### src/rtl/axis_differentiator_pkg.sv
// Shared types and helpers for the differentiator sequencer and its output slice.
package axis_differentiator_pkg;

  typedef enum logic [1:0] {
    BYPASS = 2'd0,
    FILL   = 2'd1,
    RUN    = 2'd2
  } diff_state_t;

  function automatic int cnt_width(input int n);
    int w;
    w = $clog2(n + 1);
    return (w < 1) ? 1 : w;
  endfunction

endpackage

### src/rtl/axis_reg_slice.sv
// One-stage registered AXIS slice; optionally replaces the accepted beat's data with zero.
module axis_reg_slice #(
  parameter int AXIS_TDATA_WIDTH = 32
) (
  input  logic                        aclk,
  input  logic                        aresetn,
  input  logic                        zero_data,
  input  logic                        s_tvalid,
  input  logic [AXIS_TDATA_WIDTH-1:0] s_tdata,
  output logic                        s_tready,
  output logic                        m_tvalid,
  output logic [AXIS_TDATA_WIDTH-1:0] m_tdata,
  input  logic                        m_tready
);

  logic                        vld_q, vld_d;
  logic [AXIS_TDATA_WIDTH-1:0] dat_q, dat_d;
  logic                        accept;

  // Ready is held low during reset so no beat is taken from an unsettled slice.
  assign s_tready = aresetn & (~vld_q | m_tready);
  assign accept   = s_tvalid & s_tready;

  always_comb begin
    vld_d = vld_q;
    dat_d = dat_q;
    if (accept) begin
      vld_d = 1'b1;
      dat_d = zero_data ? '0 : s_tdata;
    end else if (m_tready) begin
      vld_d = 1'b0;
    end
  end

  always_ff @(posedge aclk or negedge aresetn) begin
    if (!aresetn) begin
      vld_q <= 1'b0;
      dat_q <= '0;
    end else begin
      vld_q <= vld_d;
      dat_q <= dat_d;
    end
  end

  assign m_tvalid = vld_q;
  assign m_tdata  = dat_q;

endmodule

### src/rtl/axis_differentiator_ctrl.sv
// Sequencer for the streaming differentiator: owns its enable and zeroes the
// output stream until the differentiator history holds only post-enable samples.
module axis_differentiator_ctrl
  import axis_differentiator_pkg::*;
#(
  parameter  int AXIS_TDATA_WIDTH = 32,
  parameter  int WARMUP_SAMPLES   = 7,
  localparam int CNT_W            = cnt_width(WARMUP_SAMPLES)
) (
  input  logic                        aclk,
  input  logic                        aresetn,
  input  logic                        enable_req,
  input  logic                        restart,
  output logic                        diff_enable,
  input  logic                        S_AXIS_tvalid,
  input  logic [AXIS_TDATA_WIDTH-1:0] S_AXIS_tdata,
  output logic                        S_AXIS_tready,
  output logic                        M_AXIS_tvalid,
  output logic [AXIS_TDATA_WIDTH-1:0] M_AXIS_tdata,
  input  logic                        M_AXIS_tready,
  output logic [1:0]                  state,
  output logic [CNT_W-1:0]            warmup_cnt
);

  localparam logic [CNT_W-1:0] LAST_CNT =
    CNT_W'((WARMUP_SAMPLES > 0) ? WARMUP_SAMPLES - 1 : 0);

  diff_state_t      state_q, state_d;
  logic [CNT_W-1:0] cnt_q, cnt_d;
  logic             diff_en_q;
  logic             accept;

  assign accept = S_AXIS_tvalid & S_AXIS_tready;

  always_comb begin
    state_d = state_q;
    cnt_d   = cnt_q;
    if (!enable_req) begin
      state_d = BYPASS;
      cnt_d   = '0;
    end else begin
      unique case (state_q)
        BYPASS: begin
          state_d = (WARMUP_SAMPLES == 0) ? RUN : FILL;
          cnt_d   = '0;
        end
        RUN: begin
          if (restart) begin
            state_d = (WARMUP_SAMPLES == 0) ? RUN : FILL;
            cnt_d   = '0;
          end
        end
        FILL: begin
          // A restart wins over a same-cycle accept: that beat is zeroed but not counted.
          if (restart) begin
            cnt_d = '0;
          end else if (accept) begin
            if (cnt_q == LAST_CNT) begin
              state_d = RUN;
              cnt_d   = '0;
            end else begin
              cnt_d = cnt_q + CNT_W'(1);
            end
          end
        end
        default: begin
          state_d = BYPASS;
          cnt_d   = '0;
        end
      endcase
    end
  end

  // diff_enable comes straight from a flop so the datapath never sees a decode glitch.
  always_ff @(posedge aclk or negedge aresetn) begin
    if (!aresetn) begin
      state_q   <= BYPASS;
      cnt_q     <= '0;
      diff_en_q <= 1'b0;
    end else begin
      state_q   <= state_d;
      cnt_q     <= cnt_d;
      diff_en_q <= (state_d != BYPASS);
    end
  end

  assign diff_enable = diff_en_q;
  assign state       = state_q;
  assign warmup_cnt  = cnt_q;

  axis_reg_slice #(
    .AXIS_TDATA_WIDTH(AXIS_TDATA_WIDTH)
  ) u_slice (
    .aclk     (aclk),
    .aresetn  (aresetn),
    .zero_data(state_q == FILL),
    .s_tvalid (S_AXIS_tvalid),
    .s_tdata  (S_AXIS_tdata),
    .s_tready (S_AXIS_tready),
    .m_tvalid (M_AXIS_tvalid),
    .m_tdata  (M_AXIS_tdata),
    .m_tready (M_AXIS_tready)
  );

endmodule

### config.mk
export PLATFORM = sky130hd
export DESIGN_NAME = axis_differentiator_ctrl
export DESIGN_NICKNAME = d
export VERILOG_FILES = /design/src/rtl/axis_differentiator_pkg.sv /design/src/rtl/axis_reg_slice.sv /design/src/rtl/axis_differentiator_ctrl.sv
export SDC_FILE = /design/constraint.sdc
export NUM_CORES = 1
export LEC_CHECK = 0
export ABC_CLOCK_PERIOD_IN_PS = 1520
export BUFFER_PORTS_ARGS = -buffer_cell sky130_fd_sc_hd__buf_2
export CORE_MARGIN = 2
export CORE_UTILIZATION = 45
export DETAILED_ROUTE_END_ITERATION = 8
export PLACE_DENSITY = 0.75
export REMOVE_ABC_BUFFERS = 1
export SLEW_MARGIN = 20
export SYNTH_ARGS = -nofsm -noshare
export SYNTH_HDL_FRONTEND = slang
export SYNTH_SLANG_ARGS = --single-unit
### constraint.sdc
create_clock -name aclk -period 1.52 [get_ports aclk]
set_input_delay 0.228 -clock aclk [delete_from_list [all_inputs] [get_ports aclk]]
set_output_delay 0.228 -clock aclk [all_outputs]
set_load 0.03 [all_outputs]
==> summary.md <==
| Metric | Value |
|---|---|
| Outcome | `completed` |
| Layout cells sized above 1 | `36.9%` |
| Worst Tran Pin Value | `0.396 ns` |
| DR DRC count | `0` |
| Clock H-tree levels | `2` |
| Post-Syn Area per Cell | `9.31 µm²` |
| Drt first pass iters | `4` |
| Register area share after synthesis | `59.6%` |
| First-iteration detailed-routing DRC count | `108` |
| Cell Area, Synth | `1640 µm²` |
| Vias | `1531` |
| # rows | `21` |
| GPL Wtd Cong | `0.725` |
| Fillers | `302` |
| Max Clock Freq | `0.679 GHz` |
| Period utilization | `96.9%` |
| Max layer used | `met4` |
| ANT cells | `0` |
| Count leader, synth | `nand2_1` |
| CP max stage delay | `0.52 ns` |
| Largest net degree at the start of global routing | `34` |
| Die X | `64.3 µm` |
| Die H | `64.3 µm` |
| # IOs | `78` |
| CTS tree | `yes` |
| Top-area cell type share of the netlist area | `59.6%` |
| RSZ-0062 raised after global routing | `no` |
| MaxCap Viol Count | `0` |
| #FFs+latches synth | `39` |
| Reg clk slew, reported paths | `0.11 ns` |
| Cell variety after synth | `26` |
| Final hold slack | `0.101 ns` |
| CP startpoint kind | `primary input` |
| Clk_lat worst skew | `0.34 ns` |
| WP data required | `1.29 ns` |
| Met1 wire length | `1780 µm` |
| Asr flop ratio synth | `100%` |
| Worst slack, placed | `0.183 ns` |
| Final setup viols | `0` |
| Crit. path cell count | `4` |
| Cell count after synthesis | `176` |
| Cts bufs inserted | `5` |
| Worst setup margin | `0.0470 ns` |
| CP bufs+invs | `3` |
| Routed wire length | `3930 µm` |
| Area growth, synth to finish | `33.1%` |
| Ys flop type | `dfrtp_1` |
| Slowest-stage cell, CP | `dlygate4sd3_1` |
| Reg2reg setup slack | `0.18 ns` |
| Post-route insts no fill | `309` |
| CTS Buffer Depth | `2` |
| Clk sink count | `39` |
| Fin. max-slew vios | `0` |
| Max IR drop VDD | `603 µV` |
| R2R depth | `4` |
| Post-synth EDFFs | `0` |
| P_leak | `1.28 nW` |
| Worst clock skew | `0.00565 ns` |
| Hold path depth | `3` |
| Tot GR Track Use | `20.8%` |
| Die area | `4140 µm²` |
| Most common cell on crit path | `buf_2` |
| WP data arrival | `1.24 ns` |
| Grt ovf | `0` |
| Initial antenna violation count | `0` |
| WL/cell | `12.7 µm` |
| Crit end category | `output pin` |
| Placed cell areas | `2110 µm²` |
| Final Hold Vio Count | `0` |
| Placed Instances | `299` |
| Setup CP Type | `primary input to output pin` |
| CP cell instances | `dlygate4sd3_1 > buf_2 > and2_1 > buf_2` |
| Core outline area | `3420 µm²` |
| Number of port buffers | `77` |
| Vias in the first global route | `1447` |
| Drt via density | `4.95` |
| Yosys warnings | `0` |
| First-pass GRT wire length | `6580 µm` |
| CP top delay family | `buffers and inverters` |
| HPWL Detailed | `2860 µm` |
| Power Dens Cells | `1070 nW/µm²` |
| Nets | `300` |
| Area leader, netlist | `dfrtp_1` |
| Final worst path period need | `1.47 ns` |
| Fin area | `2180 µm²` |
| Post-DRT Antenna Nets | `0` |
| Initial Utilization | `47.9%` |
| Area contributors post-synth | `dfrtp_1 (60%), nand2_1 (15%), nand3_1 (10%)` |
| Maximum fanout along the worst path | `5` |
| Top cells by instance count after synthesis | `nand2_1 (66), dfrtp_1 (39), nand3_1 (34), clkbuf_1 (6), buf_2 (4)` |
| HP Class | `primary input to flop` |
| Slew margin rel. | `73.6%` |
| Root Driver | `clkbuf_4` |
| Metal2 WL | `1730 µm` |
| Met3 routed WL | `352 µm` |
## per-layer routing
layer | vias to the layer above | track usage, %
li1 | 750 | -
met1 | 705 | 26.7
met2 | 68 | 32.4
met3 | 8 | 7.22
met4 | 0 | 7.71
met5 | - | 0
## registers in the layout (all words and copies together) (netlist names)
register	flops
u_slice.m_tvalid	1
state	2
warmup_cnt	3
diff_enable	1
u_slice.m_tdata	32
## final timing paths
kind / from / to
worst min register to register: u_slice.m_tdata[25] / u_slice.m_tdata[25]
worst max register to register: state[1] / warmup_cnt[2]
max in group asynchronous: aresetn / u_slice.m_tvalid
min in group asynchronous: aresetn / u_slice.m_tdata[23]
worst min-delay path: S_AXIS_tdata[15] / u_slice.m_tdata[15]
worst max-delay path: aresetn / S_AXIS_tready
## metrics by stage
step,utilization [%],setup TNS (ns),total power [mW]
6_report,63.8,0,2.34
3_5_place_dp,61.8,0,1.86
4_1_cts,63.8,0,2.37
3_3_place_gp,61.8,0,1.85
5_1_grt,63.8,0,2.49
2_1_floorplan,-,-7.05,1.60
## area by class of cell
| cell class | instances | area (µm²) | share of cell area (%) |
|---|---|---|---|
| clock buffers | 7 | 45.0 | 2.07 |
| well taps | 46 | 57.6 | 2.64 |
| clock inverters | 1 | 5.00 | 0.230 |
| repair buffers | 90 | 488 | 22.4 |
| multi-input cells | 124 | 601 | 27.6 |
| inverters | 2 | 7.51 | 0.344 |
| flip-flops and latches | 39 | 976 | 44.8 |
## cells in the final DEF, fill, tap and decap left out, drive strengths merged, types with 2 or more instances in the layout
cell type / instances
nor3b: 2
buf: 88
dfrtp: 39
inv: 2
a21oi: 2
nor2: 3
clkbuf: 7
nand3: 35
o21a: 2
nand2: 66
nand2b: 2
dlygate4sd3: 2
## power by group
| part | internal, mW | leakage (nW) | total [mW] | switching [mW] |
|---|---|---|---|---|
| clock network | 0.181 | 0.0293 | 0.506 | 0.326 |
| logic | 0.186 | 0.741 | 0.623 | 0.437 |
| registers | 1.15 | 0.509 | 1.21 | 0.0597 |
| total | 1.52 | 1.28 | 2.34 | 0.822 |
## worst reg2reg max path, delay by kind of cell (launching register included)
kind	cells	cell delay, ns
AOI/OAI and AO/OA	1	0.23
DFF	1	0.39
and+or+nand+nor	3	0.62
## timing repair
action	4_1_cts	5_1_grt
hold buffers	2	0
hold endpoints to repair	7	0
endpoints found under the setup margin	0	0
resized for setup	0	0
setup buffers	0	0
## logic make-up (layout without fill, tap and decap cells)
group	Yosys count	count (layout)	share of synthesized area [%]
AO/OA/AOI/OAI	12	12	5.81
buffers and inverters	13	100	3.74
flip-flops	39	39	59.6
AND/OR/NAND/NOR	112	112	30.9
(Power assumes the default switching activity.)
